File: config.mk
export PLATFORM = sky130hd
export DESIGN_NAME = mipi_tx_frame_ctrl
export DESIGN_NICKNAME = d
export VERILOG_FILES = /design/src/rtl/mipi_tx_pkg.sv /design/src/rtl/mipi_tx_rst_seq.sv /design/src/rtl/mipi_tx_frame_ctrl.sv
export SDC_FILE = /design/constraint.sdc
export NUM_CORES = 1
export LEC_CHECK = 0
export ABC_AREA = 1
export CORE_ASPECT_RATIO = 0.5
export CORE_MARGIN = 10
export CORE_UTILIZATION = 51
export CTS_CLUSTER_DIAMETER = 200
export DETAILED_ROUTE_END_ITERATION = 16
export PLACE_DENSITY = 0.87
export SYNTH_ARGS = -nofsm -noshare
export SYNTH_HDL_FRONTEND = slang
export SYNTH_SLANG_ARGS = --single-unit
File: constraint.sdc
create_clock -name tx_pixel_clk -period 2.5 [get_ports tx_pixel_clk]
set_clock_uncertainty 0.1 [all_clocks]
set_input_delay 0.5 -clock tx_pixel_clk [delete_from_list [all_inputs] [get_ports tx_pixel_clk]]
set_output_delay 0.5 -clock tx_pixel_clk [all_outputs]
set_load 0.005 [all_outputs]
File: src/rtl/mipi_tx_pkg.sv
// Shared types and constants for the MIPI CSI-2 TX frame controller.
package mipi_tx_pkg;

  typedef enum logic [3:0] {
    ST_PWRUP,
    ST_IDLE,
    ST_VS,
    ST_VS_GAP,
    ST_HS,
    ST_HS_GAP,
    ST_LINE,
    ST_HBLANK,
    ST_FGAP
  } state_e;

  localparam logic [5:0] CSI_RAW8           = 6'h2A;
  localparam logic [5:0] CSI_RGB888         = 6'h24;
  localparam logic       FRAME_MODE_GENERIC = 1'b0;

  // Frame configuration captured at frame start.
  typedef struct packed {
    logic [15:0] hres;
    logic [15:0] line_words;
    logic [15:0] lines;
    logic [5:0]  dtype;
    logic [1:0]  vc;
    logic [1:0]  lanes;
  } frame_cfg_t;

  function automatic int max_int(input int a, input int b);
    return (a > b) ? a : b;
  endfunction

endpackage

File: src/rtl/mipi_tx_rst_seq.sv
// Power-up reset release for the MIPI TX hard block: DPHY reset first,
// controller reset a fixed lag later; done follows the controller reset.
module mipi_tx_rst_seq #(
  parameter int RST_CYCLES = 1024,
  parameter int RSTN_LAG   = 16
) (
  input  logic clk,
  input  logic rst_n,
  output logic dphy_rstn,
  output logic mipi_rstn,
  output logic done
);

  localparam int CNT_W = $clog2(RST_CYCLES + RSTN_LAG + 1);
  localparam logic [CNT_W-1:0] DPHY_AT = CNT_W'(RST_CYCLES - 1);
  localparam logic [CNT_W-1:0] RSTN_AT = CNT_W'(RST_CYCLES + RSTN_LAG - 1);

  logic [CNT_W-1:0] cnt_q, cnt_d;
  logic             dphy_q, dphy_d;
  logic             rstn_q, rstn_d;

  // The counter freezes once the controller reset has been released.
  always_comb begin
    cnt_d  = cnt_q;
    dphy_d = dphy_q;
    rstn_d = rstn_q;
    if (!rstn_q) begin
      cnt_d = cnt_q + 1'b1;
      if (cnt_q == DPHY_AT) dphy_d = 1'b1;
      if (cnt_q == RSTN_AT) rstn_d = 1'b1;
    end
  end

  always_ff @(posedge clk or negedge rst_n) begin
    if (!rst_n) begin
      cnt_q  <= '0;
      dphy_q <= 1'b0;
      rstn_q <= 1'b0;
    end else begin
      cnt_q  <= cnt_d;
      dphy_q <= dphy_d;
      rstn_q <= rstn_d;
    end
  end

  assign dphy_rstn = dphy_q;
  assign mipi_rstn = rstn_q;
  assign done      = rstn_q;

endmodule

File: src/rtl/mipi_tx_frame_ctrl.sv
// Frame sequencer for the MIPI CSI-2 TX hard block: reset release, then
// VSYNC/HSYNC/VALID timing with payload pulled from a ready/valid stream.
module mipi_tx_frame_ctrl
  import mipi_tx_pkg::*;
#(
  parameter int DATA_W     = 64,
  parameter int RST_CYCLES = 1024,
  parameter int RSTN_LAG   = 16,
  parameter int VS_CYCLES  = 8,
  parameter int VS_TO_HS   = 16,
  parameter int HS_CYCLES  = 4,
  parameter int HS_TO_DATA = 8,
  parameter int HBLANK     = 32,
  parameter int FRAME_GAP  = 64
) (
  input  logic              tx_pixel_clk,
  input  logic              rstn,
  input  logic              enable,
  input  logic [15:0]       cfg_hres,
  input  logic [15:0]       cfg_line_words,
  input  logic [15:0]       cfg_lines,
  input  logic [5:0]        cfg_type,
  input  logic [1:0]        cfg_vc,
  input  logic [1:0]        cfg_lanes,
  input  logic [DATA_W-1:0] s_data,
  input  logic              s_valid,
  output logic              s_ready,
  output logic [DATA_W-1:0] mipi_tx_DATA,
  output logic              mipi_tx_VALID,
  output logic              mipi_tx_HSYNC,
  output logic              mipi_tx_VSYNC,
  output logic [15:0]       mipi_tx_HRES,
  output logic [5:0]        mipi_tx_TYPE,
  output logic [1:0]        mipi_tx_VC,
  output logic [1:0]        mipi_tx_LANES,
  output logic              mipi_tx_FRAME_MODE,
  output logic              mipi_tx_RSTN,
  output logic              mipi_tx_DPHY_RSTN,
  output logic              busy,
  output logic              frame_done,
  output logic              cfg_err,
  output logic [15:0]       frame_cnt
);

  localparam int TMR_MAX = max_int(max_int(max_int(VS_CYCLES, VS_TO_HS),
                                           max_int(HS_CYCLES, HS_TO_DATA)),
                                   max_int(HBLANK, FRAME_GAP));
  localparam int TMR_W = $clog2(TMR_MAX + 1);

  localparam logic [TMR_W-1:0] VS_LAST  = TMR_W'(VS_CYCLES - 1);
  localparam logic [TMR_W-1:0] V2H_LAST = TMR_W'(VS_TO_HS - 1);
  localparam logic [TMR_W-1:0] HS_LAST  = TMR_W'(HS_CYCLES - 1);
  localparam logic [TMR_W-1:0] H2D_LAST = TMR_W'(HS_TO_DATA - 1);
  localparam logic [TMR_W-1:0] HB_LAST  = TMR_W'(HBLANK - 1);
  localparam logic [TMR_W-1:0] FG_LAST  = TMR_W'(FRAME_GAP - 1);

  state_e            state_q, state_d;
  logic [TMR_W-1:0]  tmr_q, tmr_d;
  logic [15:0]       beat_q, beat_d;
  logic [15:0]       line_q, line_d;
  frame_cfg_t        cfg_q, cfg_d;
  logic [DATA_W-1:0] data_q, data_d;
  logic              valid_q, valid_d;
  logic              vsync_q, vsync_d;
  logic              hsync_q, hsync_d;
  logic              frame_done_q, frame_done_d;
  logic              cfg_err_q, cfg_err_d;
  logic [15:0]       frame_cnt_q, frame_cnt_d;
  logic              rst_done;
  logic              beat_fire;

  mipi_tx_rst_seq #(
    .RST_CYCLES (RST_CYCLES),
    .RSTN_LAG   (RSTN_LAG)
  ) u_rst_seq (
    .clk       (tx_pixel_clk),
    .rst_n     (rstn),
    .dphy_rstn (mipi_tx_DPHY_RSTN),
    .mipi_rstn (mipi_tx_RSTN),
    .done      (rst_done)
  );

  // Ready drops as soon as the line's beat count is reached.
  assign s_ready   = (state_q == ST_LINE) && (beat_q < cfg_q.line_words);
  assign beat_fire = s_valid && s_ready;

  always_comb begin
    state_d      = state_q;
    tmr_d        = '0;
    beat_d       = beat_q;
    line_d       = line_q;
    cfg_d        = cfg_q;
    data_d       = data_q;
    valid_d      = 1'b0;
    frame_done_d = 1'b0;
    cfg_err_d    = 1'b0;
    frame_cnt_d  = frame_cnt_q;
    case (state_q)
      ST_PWRUP: if (rst_done) state_d = ST_IDLE;
      ST_IDLE: begin
        if (enable) begin
          cfg_d = {cfg_hres, cfg_line_words, cfg_lines, cfg_type, cfg_vc, cfg_lanes};
          if ((cfg_lines == 16'd0) || (cfg_line_words == 16'd0)) begin
            cfg_err_d = 1'b1;
          end else begin
            state_d = ST_VS;
            beat_d  = '0;
            line_d  = '0;
          end
        end
      end
      ST_VS:     if (tmr_q == VS_LAST)  state_d = ST_VS_GAP; else tmr_d = tmr_q + 1'b1;
      ST_VS_GAP: if (tmr_q == V2H_LAST) state_d = ST_HS;     else tmr_d = tmr_q + 1'b1;
      ST_HS:     if (tmr_q == HS_LAST)  state_d = ST_HS_GAP; else tmr_d = tmr_q + 1'b1;
      ST_HS_GAP: if (tmr_q == H2D_LAST) state_d = ST_LINE;   else tmr_d = tmr_q + 1'b1;
      ST_LINE: begin
        if (beat_fire) begin
          valid_d = 1'b1;
          data_d  = s_data;
          if (beat_q == cfg_q.line_words - 16'd1) begin
            beat_d  = '0;
            line_d  = line_q + 16'd1;
            state_d = ST_HBLANK;
          end else begin
            beat_d = beat_q + 16'd1;
          end
        end
      end
      ST_HBLANK: begin
        if (tmr_q == HB_LAST) state_d = (line_q == cfg_q.lines) ? ST_FGAP : ST_HS;
        else                  tmr_d   = tmr_q + 1'b1;
      end
      ST_FGAP: begin
        if (tmr_q == FG_LAST) begin
          state_d      = ST_IDLE;
          frame_done_d = 1'b1;
          frame_cnt_d  = frame_cnt_q + 16'd1;
        end else begin
          tmr_d = tmr_q + 1'b1;
        end
      end
      default: state_d = ST_PWRUP;
    endcase
    // Syncs follow the next state so they are registered yet aligned to it.
    vsync_d = (state_d == ST_VS);
    hsync_d = (state_d == ST_HS);
  end

  always_ff @(posedge tx_pixel_clk or negedge rstn) begin
    if (!rstn) begin
      state_q      <= ST_PWRUP;
      tmr_q        <= '0;
      beat_q       <= '0;
      line_q       <= '0;
      cfg_q        <= '0;
      data_q       <= '0;
      valid_q      <= 1'b0;
      vsync_q      <= 1'b0;
      hsync_q      <= 1'b0;
      frame_done_q <= 1'b0;
      cfg_err_q    <= 1'b0;
      frame_cnt_q  <= '0;
    end else begin
      state_q      <= state_d;
      tmr_q        <= tmr_d;
      beat_q       <= beat_d;
      line_q       <= line_d;
      cfg_q        <= cfg_d;
      data_q       <= data_d;
      valid_q      <= valid_d;
      vsync_q      <= vsync_d;
      hsync_q      <= hsync_d;
      frame_done_q <= frame_done_d;
      cfg_err_q    <= cfg_err_d;
      frame_cnt_q  <= frame_cnt_d;
    end
  end

  assign mipi_tx_DATA       = data_q;
  assign mipi_tx_VALID      = valid_q;
  assign mipi_tx_VSYNC      = vsync_q;
  assign mipi_tx_HSYNC      = hsync_q;
  assign mipi_tx_HRES       = cfg_q.hres;
  assign mipi_tx_TYPE       = cfg_q.dtype;
  assign mipi_tx_VC         = cfg_q.vc;
  assign mipi_tx_LANES      = cfg_q.lanes;
  assign mipi_tx_FRAME_MODE = FRAME_MODE_GENERIC;
  assign busy               = (state_q != ST_PWRUP) && (state_q != ST_IDLE);
  assign frame_done         = frame_done_q;
  assign cfg_err            = cfg_err_q;
  assign frame_cnt          = frame_cnt_q;

endmodule

==> run summary, run 1 <==
The register bit total from synthesis came out at between 150 and 200. For this block, the routed nets add up to 31700 um of wire. The number of clock sinks seen by CTS is ~200. The internal portion of total power came out at roughly 0.0067 W. The power after layout came out at 0.0100 W.

The share of total power dissipated in combinational logic is 0.327. The number of DRC markers after the initial detailed-route iteration is about 670. The number of different library cells used by synthesis comes to between 40 and 50. The effective utilization at floorplan came out at 0.529. After layout, the worst setup slack is -0.0106 ns.

The arrival time at the worst endpoint is 1.91 ns. The worst IR drop on VDD is roughly 420 uV. After synthesis, the cell types taking the most area are dfrtp_1, nand2_1, inv_1. The congestion estimate from routability-driven global placement came to 0.906. The class of the most critical setup path is flip-flop to output pin. The flow ran to the end, but the final reports show violations. The number of detailed-routing iterations run before antenna repair is 7. The remaining routing DRC violations is 0. The compound-cell area share of the yosys netlist is 0.0326.

The synthesized netlist net count is around 1500. The number of H-tree levels is 4. The initial antenna violation count is 0. The number of max-slew violations in the final report is 0.

The slew at the pin closest to its max-slew limit came out at between 0.5 and 0.6 ns. The per-cell via count in the routed design is 5.16. The die height came out at 122 um. Of the total synthesized cell area, the portion taken by full adders, half adders and majority gates is 0.0262. After synthesis, the largest family of logic cells by area is simple AND/OR/NAND/NOR gates. The synthesized cell area came out at roughly 11000 sq um. The type of element capturing the critical path is an output pin.

Setup repair after global routing could not meet its margin everywhere. The final number of hold-violating endpoints is 0. Of the total synthesized cell area, the portion taken by XOR and XNOR cells is 0.0600. The die area is 27100 sq um. The static leakage power came out at around 7.2 nW. In this run the worst hold path is classified as flip-flop to flip-flop. The number of ports placed on the die boundary came out at about 240. The switching share of power came out at 0.329. The cell chosen for the clock root is clkbuf_16. In this run the most critical hold path is launched from tmr_q[0]. The met2 routing resource usage after global routing came out at 0.423. STA classifies the critical path startpoint as a flip-flop. The number of buffers between clock root and the deepest sink came out at 2. In this run the mean area of a mapped cell was roughly 8 sq um. The final route contains 9588 vias. The core area came out at around 20000 sq um. The remaining antenna violation count is 0. The reg-to-reg critical path endpoint is mipi_tx_VSYNC. The hold path endpoint is tmr_q[0]. The placement row count came out at 36.

For this run, global-route usage on met1 was measured as 0.254. The largest fanout of any net on the critical path came out at 2. The post-synthesis cell count is around 1300. The share of final-layout standard cells stronger than drive strength 1 came out at 0.123. Of the total synthesized cell area, the portion taken by AND, OR, NAND and NOR gates is 0.287. The number of antenna diodes in the final layout is 0. Of the post-synthesis cell area, the dominant cell type holds 0.474. The pin count of the biggest net entering global routing came out at 87. Of the total power, the clock network draws 0.280.

The peak clock frequency supported by timing is around 400 MHz. The share of cell area taken by muxes after synthesis came out at 0.0288. The checks that failed: setup timing. The global-route total usage across every layer is 0.229. The power density relative to cell area came out at between 700 and 800 nW/um^2. For flop-to-flop paths, the worst setup slack is 0.06 ns. The net switching power of the design came out at roughly 0.0033 W. The half-perimeter wire length after detailed placement came out at 23900 um.

The total congestion overflow came out at 0. The via count of the first global-routing pass came to between 9000 and 10000. The first global-routing pass estimated between 50000 and 60000 um of wire. The final worst-path cycle share is 1.00.

The count of maximum capacitance violations is 0. The count of cells along the worst hold path came out at 1. The global-route met3 utilization came out at 0.0544. The logic depth of the worst register-to-register path came out at 14. Yosys printed 0 warnings. Input and output buffers added on the ports amount to 240. TritonCTS built the clock tree.

The proportion of power drawn by flip-flops and latches is 0.393. The floorplan step set the die width to ~220 um. In this run the critical register-to-register path is launched from cfg_q[39].

The sequential cell area fraction in the yosys report is 0.474. The total clock buffers created by CTS came out at 17. After detailed routing, the average wire length per cell comes to 17.1 um. The worst pin sits at a relative slew slack of 0.617. The post-layout utilization of the core is 0.719. The required time at the worst-slack endpoint is approximately 1.9 ns. The clock transition at the register clock pins on the worst setup and hold paths after CTS came out at around 0.070 ns. The area growth from synthesis to layout is 35.8%. The synthesized design spends more area on one cell type than any other, namely dfrtp_1. The later-pin clock latency in the skew report came out at between 0.4 and 0.5 ns. For this run, the post-layout net count is 1726. The time the final worst path needs with I/O delays and setup came out at about 2.5 ns. The setup violation total in the final timing report is 1.

The most heavily used metal layer in global routing is met2.
-- area by class of cell --
class	instances	area, sq um
Clock buffer	22	484
Clock inverter	10	113
Fill cell	1341	5590
Inverter	157	594
Multi-Input combinational cell	887	4680
Sequential cell	199	4980
Tap cell	266	333
Timing Repair Buffer	316	3090
-- logic make-up after synthesis --
logic type	after synthesis
compound gates	62
xor+xnor	72
fa+ha+maj	22
buf+inv	223
flops	199
mux	27
other cells	1
simple gates	702
-- timing repair --
item / CTS / global route
endpoints found under the setup margin: 35 / 100
hold buffers: 1 / 0
buffers inserted: 4 / 4
hold endpoints to repair: 61 / 0
pin swaps: 4 / 12
cloned: 2 / 0
resized for setup: 12 / 24
-- synthesized netlist by cell type (all sizes together) --
cell and number:
a21oi 13, nand4 44, a211oi 1, buf 38, o21a 1, nor3 22, nand3b 2, inv 156
nand3 64, dfrtp 199, a311oi 1, xnor2 26, mux2 26, or2 6, nor2 104, xor2 46
ha 22, o211ai 1, mux2i 1, o21ai 41, clkinv 1, nand2 453, nor4 5, conb 1
clkbuf 28, o31ai 1, o21bai 3, nor3b 2
-- layout by cell type, fill, tap and decap left out, drive strengths merged --
master | synthesis | layout
or2 | 6 | 6
nand3 | 64 | 64
o31ai | 1 | 1
clkinv | 1 | 5
inv | 156 | 159
nand3b | 2 | 2
a21oi | 13 | 14
bufinv | 0 | 1
dfrtp | 199 | 199
o21a | 1 | 1
nor4 | 5 | 5
buf | 38 | 76
xnor2 | 26 | 26
clkbuf | 28 | 23
mux2 | 26 | 26
mux2i | 1 | 1
o211ai | 1 | 1
ha | 22 | 22
nand2 | 453 | 453
conb | 1 | 1
xor2 | 46 | 46
o21bai | 3 | 3
o21ai | 41 | 41
nor3b | 2 | 2
nor2 | 104 | 104
clkinvlp | 0 | 2
dlygate4sd3 | 0 | 1
clkdlybuf4s50 | 0 | 238
nand4 | 44 | 44
nor3 | 22 | 22
a211oi | 1 | 1
a311oi | 1 | 1
-- how the worst max path moves through the flow --
stage / startpoint / end / slack, ns
2_1_floorplan: cfg_q[26] / line_q[6] / 0.36
6_report: cfg_q[28] / s_ready / -0.01
3_3_place_gp: cfg_line_words[7] / beat_q[2] / -0.35
4_1_cts: beat_q[13] / s_ready / -0.17
3_5_place_dp: cfg_line_words[7] / beat_q[14] / -0.44
5_1_grt: beat_q[2] / s_ready / -0.09
-- worst max-delay path, stage by stage, from the launching register on --
cell      delay (ns)
dfrtp_1         0.36
inv_1           0.06
ha_1            0.29
nand2_2         0.05
o21bai_1        0.14
nand2_1         0.08
nand2_1         0.07
nand2_2         0.09
nand2_2         0.09
nand2_2         0.07
inv_1           0.03
buf_2           0.12
-- power groups by stage --
stage	sequential (W)	clock [W]	combinational [W]
CTS	0.00392	0.00283	0.00317
global placement	0.00395	0	0.00303
finish	0.00393	0.00280	0.00327
floorplan	0.00397	0	0.00197
detailed placement	0.00398	0	0.00313
global route	0.00398	0.00297	0.00364
-- layer usage --
metal	vias up	routed length, um
met2	308	16500
met3	71	1910
met4	0	835
met1	4616	12500
li1	4593	-
met5	-	0
-- state kept, by name, indices dropped and copies added (netlist names), 2 cells and up --
name,count
tmr_q,7
mipi_tx_TYPE,6
line_q,16
frame_cnt,16
mipi_tx_VC,2
state_q,4
mipi_tx_LANES,2
mipi_tx_DATA,64
cfg_q,32
mipi_tx_HRES,16
u_rst_seq.cnt_q,11
beat_q,16
-- stage by stage --
| step | setup WS (ns) | TNS [ns] | hold WS, ns | cell area [sq um] | instances |
|---|---|---|---|---|---|
| after floorplan | 0.360 | 0 | 0.104 | 10500 | 1308 |
| after CTS | -0.169 | -0.169 | 0.364 | 14100 | 1853 |
| final | -0.0106 | -0.0106 | 0.361 | 14300 | 1857 |
| after global routing | -0.0878 | -0.176 | 0.397 | 14300 | 1857 |
| after detailed placement | -0.443 | -12.50 | 0.355 | 13400 | 1814 |
| after global placement | -0.355 | -10.19 | 0.350 | 13400 | 1814 |
(Power assumes the default switching activity.)
==> inputs of run 2 (changes only) <==
- CORE_UTILIZATION: 51 -> 25
- PLACE_DENSITY: 0.87 -> not set
==> run 2 against run 1 <==
  * The flow now finishes without violations
  * First-iteration DRC count fell by 30%
  * Cell count up 15%
  * Maximum frequency increased by 3.0%
  * Largest cell class unchanged
  * Critical path depth fell by 2
  * Sequential power barely moved
  * Clock power increased by 6%
  * Register-to-register slack gained 0.02 ns
  * Die area rose by 89%
  * Routed wire length fell by 1.3%
  * Sequential cell count unchanged
==> run summary, run 2 (synthesis gave the netlist of run 1 again) <==
The run finished with clean final reports. OpenSTA, run right after detailed placement, puts the worst setup slack at -0.0707 ns. The cell family contributing the most delay on the critical path is flip-flops.

The number of inserted diodes came out at 0. In this run the count of I/O pins placed on the die edge is 242. The slack of the critical path is roughly 0.063 ns.

The remaining routing DRC violations came out at 0. The share of final-layout standard cells stronger than drive strength 1 came out at 0.127. The effective utilization at floorplan is 0.256. The flop-to-flop setup slack is about 0.080 ns. STA classifies the critical path startpoint as a flip-flop. The worst hold margin came out at 0.369 ns. The per-cell via count in the routed design came out at approximately 4.2. On the worst path, the slowest cell contributes a delay of 0.41 ns. The power after layout came out at between 0.01 and 0.015 W. The number of vias after detailed routing came out at roughly 9000. The count of non-filler cells in the finished layout is ~2100. The core area is between 40000 and 50000 sq um. The remaining antenna violation count is 0.

The detailed router finished its first iteration with between 400 and 500 violations. The number of buffers between clock root and the deepest sink is 2. The routability congestion estimate from global placement is ~0.84. Measured against its own limit, the worst slew margin works out to 0.636. The half-perimeter wire length after detailed placement came out at 24300 um. The die is approximately 160 um tall. For the pin with the worst max-slew slack, the measured transition is approximately 0.55 ns. The first global-routing pass estimated roughly 48000 um of wire. The detail-routed net length per standard cell is 14.7 um. The number of detailed-routing iterations run before antenna repair is 4. Clock tree synthesis selected as its root buffer the cell clkbuf_16. Row generation in the floorplan step produced 52 rows. The die area is 51100 sq um. The initial antenna violation count was 0. The critical path is of the flip-flop to output pin type. The number of clock sinks seen by CTS is roughly 200.

The total wire length after detailed routing came out at 31300 um. The final number of hold-violating endpoints is 0. The number of max-slew violations in the final report is 0. In this run the horizontal extent of the chip is approximately 310 um.

The global-route total usage across every layer is 0.119. Power spread over the standard cell area amounts to between 600 and 700 nW/um^2. The via count of the first global-routing pass was between 8000 and 9000. The signal on the critical path passes through ha_4 -> nand2_1 -> inv_1 -> nand3_1 -> a21oi_2 -> nor2_4 -> nand2_4 -> inv_2 -> buf_6. The number of flip-flops in the largest register is 64. The type of element capturing the critical path is an output pin. The layout overhead on the synthesized area came out at 39.9%. The final layout contains around 1700 nets. The worst path needs around 2.4 ns of the cycle, external delays included.

Across the VDD grid, the largest voltage drop is between 300 and 400 uV. The total clock buffers created by CTS is 17. After routing the design area is roughly 15000 sq um. The pin count of the biggest net entering global routing is between 70 and 80. The cell with the biggest individual delay on the critical path is dfrtp_1.

The required time at the worst-slack endpoint came out at 1.90 ns. For the worst-skew pair, the clock arrives at the later sink with an insertion delay of between 0.4 and 0.5 ns. The final worst-path cycle share came out at 0.975. The arrival time at the worst endpoint is approximately 1.8 ns. In this run the worst path has a maximum fanout of 2. The peak clock frequency supported by timing is 410 MHz.

The worst path buffer plus inverter count came out at 3. The number of buffers added on ports came out at 240. The library cell used most frequently in the layout, excluding fill and tap cells, is nand2_1.

The number of H-tree levels came out at 4. The clock transition at the register clock pins on the worst setup and hold paths after CTS is 0.07 ns. The tightest min-delay check is of the flip-flop to flip-flop type.

The count of maximum capacitance violations is 0. Leaving out fill and tap cells, the most frequent cells in the layout are nand2_1, clkdlybuf4s50_1, dfrtp_1. Once placement completed, the tool counted placed cells totaling 2087.

The total congestion overflow is 0. Setup violations remaining at the end of the flow were counted as 0. TritonCTS built the clock tree. The analysis attributes to cell leakage a power of just over 7 nW. The instance area after placement is 13800 sq um. Setup repair after global routing could not meet its margin everywhere.
run 2: cell count changes in the layout (fill, tap and decap cells not counted), sizes merged:
cell and delta:
buf -4, clkinv -3, inv +3, bufinv +2, a21oi -1, clkinvlp -1
run 2: final timing paths:
path / start / endpoint / cells past startpoint
worst max register to register: beat_q[5] / mipi_tx_VSYNC / 12
worst min register to register: u_rst_seq.cnt_q[7] / u_rst_seq.cnt_q[7] / 1
min in group asynchronous: rstn / cfg_q[14] / 2
max in group asynchronous: rstn / mipi_tx_DATA[0] / 3
worst max-delay path: beat_q[15] / s_ready / 9
worst min-delay path: u_rst_seq.cnt_q[7] / u_rst_seq.cnt_q[7] / 1
run 2: what timing repair did:
action,CTS,global route
resized for setup,11,36
pin swaps,7,15
setup buffers,3,3
endpoints found under the hold margin,59,0
cloned,0,1
endpoints found under the setup margin,1,96
hold buffers,1,0
run 2: per-stage QoR:
stage,setup TNS [ns],utilization
2_1_floorplan,0,-
3_3_place_gp,-0.971,0.337
3_5_place_dp,-1.30,0.337
4_1_cts,0,0.354
5_1_grt,-0.0631,0.359
6_report,0,0.359
run 2: power by group:
| group | switching [W] | leakage [nW] | internal, W | total, W |
|---|---|---|---|---|
| Sequential | 0.000257 | 2.68 | 0.00365 | 0.00391 |
| Clock | 0.00129 | 0.307 | 0.00168 | 0.00297 |
| Combinational | 0.00180 | 4.23 | 0.00161 | 0.00340 |
| Total | 0.00334 | 7.21 | 0.00694 | 0.0103 |
run 2: layout make-up:
| type | instances | area (sq um) |
|---|---|---|
| clock buffer | 21 | 470 |
| clock inverter | 11 | 158 |
| timing repair buffer | 313 | 3080 |
| fill | 4202 | 26300 |
| inverter | 157 | 592 |
| tap | 540 | 676 |
| multi-input combinational | 886 | 4750 |
| sequential | 199 | 4980 |
run 2: layer usage:
| metal | up-vias | wire length (um) | GRT usage |
|---|---|---|---|
| met3 | 28 | 461 | 0.0147 |
| met1 | 4268 | 12500 | 0.131 |
| met5 | - | 0 | 0 |
| met4 | 0 | 478 | 0.0333 |
| li1 | 4592 | - | - |
| met2 | 82 | 17900 | 0.236 |
==> inputs of run 3 (changes only) <==
- CORE_UTILIZATION: 25 -> 51
- PLACE_DENSITY: not set -> 0.81
==> run 3 against run 2 <==
  * Clock power decreased by 5%
  * Via count increased by 4.8%
  * Worst hold slack improved by 0.0058 ns
  * Largest cell class unchanged
  * Critical path type unchanged
  * Critical path depth unchanged
  * Die area decreased by 47%
  * Sequential cell count unchanged
  * First-iteration DRC count increased by 43%
  * Final area decreased by 3.4%
==> run summary, run 3 (synthesis gave the netlist of run 1 again) <==
The met3 wire length is around 1600 um. Walking the worst path, the cells encountered are ha_1 -> nand2_1 -> inv_1 -> o21ai_1 -> nand3_1 -> nor2_2 -> nand2_2 -> inv_1 -> buf_2. The critical path in this run is classified as flip-flop to output pin. The slew at the pin closest to its max-slew limit is roughly 0.56 ns. The final number of hold-violating endpoints is 0.

In this run the register-to-register setup slack is around 0.11 ns. The flow ran to the end, and the final reports show no timing, DRC or antenna violations. The net count reported at finish is 1721. For the worst setup path, the data required time is 1.90 ns.

The number of inserted diodes came out at 0. The relative slew slack is 0.628. After the first detailed-routing iteration, the DRC count stood at around 670. The final worst-path cycle share came out at 0.983. After floorplanning, the core was divided into 36 placement rows.

In the global route stage, overall resource usage came out at 0.224. The worst setup path endpoint is s_ready. The remaining routing DRC violations is 0. For this run the aggregate overflow at the end of global routing stands at 0. The worst register-to-register path ends at mipi_tx_VSYNC. TritonCTS built the clock tree. The tool flagged a number of max-cap violations equal to 0. The tightest min-delay check is of the flip-flop to flip-flop type.

The half-perimeter wire length after detailed placement is 23300 um. The per-cell via count in the routed design came out at 5.08. In this run the tool buffered the top-level ports with 240 buffer cells. Setup repair after global routing could not meet its margin everywhere. The largest fanout of any net on the critical path came out at 2. The time the final worst path needs with I/O delays and setup came out at 2.46 ns. The clock transition at the register clock pins on the worst setup and hold paths after CTS came out at roughly 0.070 ns.

The number of H-tree levels is 4. In the final layout, the share of cells above drive strength 1 is 0.121. The die area came out at between 20000 and 30000 sq um. The power density relative to cell area came out at around 700 nW/um^2. The cell chosen for the clock root is clkbuf_16. The setup violation total in the final timing report is 0. The post-layout utilization of the core is 0.715. The library cell used most frequently in the layout, excluding fill and tap cells, is nand2_1. Dividing the detail-routed wire length by the instance count gives about 16 um.

The number of vias after detailed routing is 9403. The peak clock frequency supported by timing came out at just over 400 MHz. The worst IR drop on VDD came out at 458 uV. The highest layer used for signal routing is met4. The via count of the first global-routing pass came out at ~9600. The cell that appears most often on the critical path is inv_1.

The largest individual stage delay along the critical path comes from the cell dfrtp_1. In the layout the commonest cells are nand2_1, clkdlybuf4s50_1, dfrtp_1. Counting cells, the worst reg-to-reg path comes to 12. The pin count of the biggest net entering global routing is 91. The number of flip-flops in the largest register came out at 64. The remaining antenna violation count is 0.

The worst setup path is launched from a flip-flop. The number of max-slew violations in the final report came out at 0. The total wire length after detailed routing is just over 30000 um. The number of buffers between clock root and the deepest sink came out at 2. The first global-routing pass estimated roughly 50000 um of wire.

The layout overhead on the synthesized area is 35.2%. The setup slack at placement came out at -0.447 ns. The effective utilization at floorplan came out at 0.529.

The sum of met2 wire segment lengths after detailed routing came out at 16100 um. The initial antenna violation count is 0. The most critical setup path has its startpoint at beat_q[15]. The number of placed cells counting well taps is between 1500 and 2000. STA classifies the critical path endpoint as an output pin. The number of ports placed on the die boundary is roughly 240. The width of the die came out at ~220 um.

The static leakage power came out at about 7 nW. The routability congestion estimate from global placement is between 0.9 and 1. The arrival time at the worst endpoint is 1.86 ns. In this run the critical register-to-register path is launched from beat_q[15]. The routed length on met1 came out at approximately 12000 um. The number of clock sinks seen by CTS came out at slightly below 200.

The first detailed-routing pass took 5 iterations. The floorplan step defined a core boundary enclosing ~20000 sq um. The delay of the slowest cell on the worst path came out at approximately 0.38 ns. For this run, the number of standard cells in the final layout without fillers is roughly 1900.

The die height came out at between 100 and 150 um. The later-pin clock latency in the skew report came out at between 0.4 and 0.5 ns. The total clock buffers created by CTS is 17. Once routing completed, OpenROAD measured the worst setup slack at around 0.042 ns.
run 3: cell count changes in the layout (fill, tap and decap cells not counted), moves of 2 or more:
cell / change
ha_1: +2
clkbuf_8: -3
nand2_1: +3
ha_4: -2
buf_12: -2
nor2_4: -2
nand2_4: -2
nor2_1: +2
clkinv_4: +3
run 3: stage by stage:
step	hold WS, ns	power [W]	area (sq um)	TNS (ns)
2_1_floorplan	0.104	0.00594	10500	0
3_3_place_gp	0.348	0.00699	13400	-10.76
4_1_cts	0.374	0.00997	14100	-0.00147
3_5_place_dp	0.357	0.00711	13400	-12.76
5_1_grt	0.407	0.0106	14200	-0.0496
6_report	0.374	0.0100	14200	0
run 3: cell type report:
type | instances | area, sq um
Fill cell | 1490 | 5650
Clock inverter | 14 | 164
Sequential cell | 199 | 4980
Tap cell | 266 | 333
Timing Repair Buffer | 311 | 3020
Inverter | 157 | 589
Clock buffer | 18 | 429
Multi-Input combinational cell | 887 | 4700
run 3: worst max-delay path, delay by kind of cell, from the launching register on:
| kind | cells | cell delay [ns] |
|---|---|---|
| AOI/OAI and AO/OA | 1 | 0.07 |
| and+or+nand+nor | 4 | 0.45 |
| buffers and inverters | 3 | 0.20 |
| adders and majority gates | 1 | 0.32 |
| DFF | 1 | 0.38 |
run 3: repair_timing:
action | 4_1_cts | 5_1_grt
setup buffers | 3 | 1
cloned | 1 | 0
gates resized for setup | 16 | 17
endpoints found under the hold margin | 61 | 0
endpoints found under the setup margin | 33 | 97
pin swaps | 7 | 9
hold buffers | 1 | 0
run 3: worst min-delay path by stage:
stage	to	cells after the start	start
global route	u_rst_seq.cnt_q[7]	1	u_rst_seq.cnt_q[7]
detailed placement	u_rst_seq.cnt_q[4]	1	u_rst_seq.cnt_q[4]
global placement	tmr_q[0]	1	tmr_q[0]
floorplan	beat_q[0]	0	rstn
CTS	u_rst_seq.cnt_q[4]	1	u_rst_seq.cnt_q[4]
finish	u_rst_seq.cnt_q[4]	1	u_rst_seq.cnt_q[4]
run 3: routing by layer:
metal  vias to the layer above  GRT usage
met4                         0     0.0567
met3                        34     0.0488
li1                       4573          -
met5                         -          0
met2                       248      0.415
met1                      4548      0.260
run 3: power by group:
group / total (W) / leakage [nW] / internal (W) / switching [W]
Clock: 0.00281 / 0.286 / 0.00150 / 0.00131
Sequential: 0.00392 / 2.68 / 0.00365 / 0.000274
Combinational: 0.00327 / 4.21 / 0.00153 / 0.00174
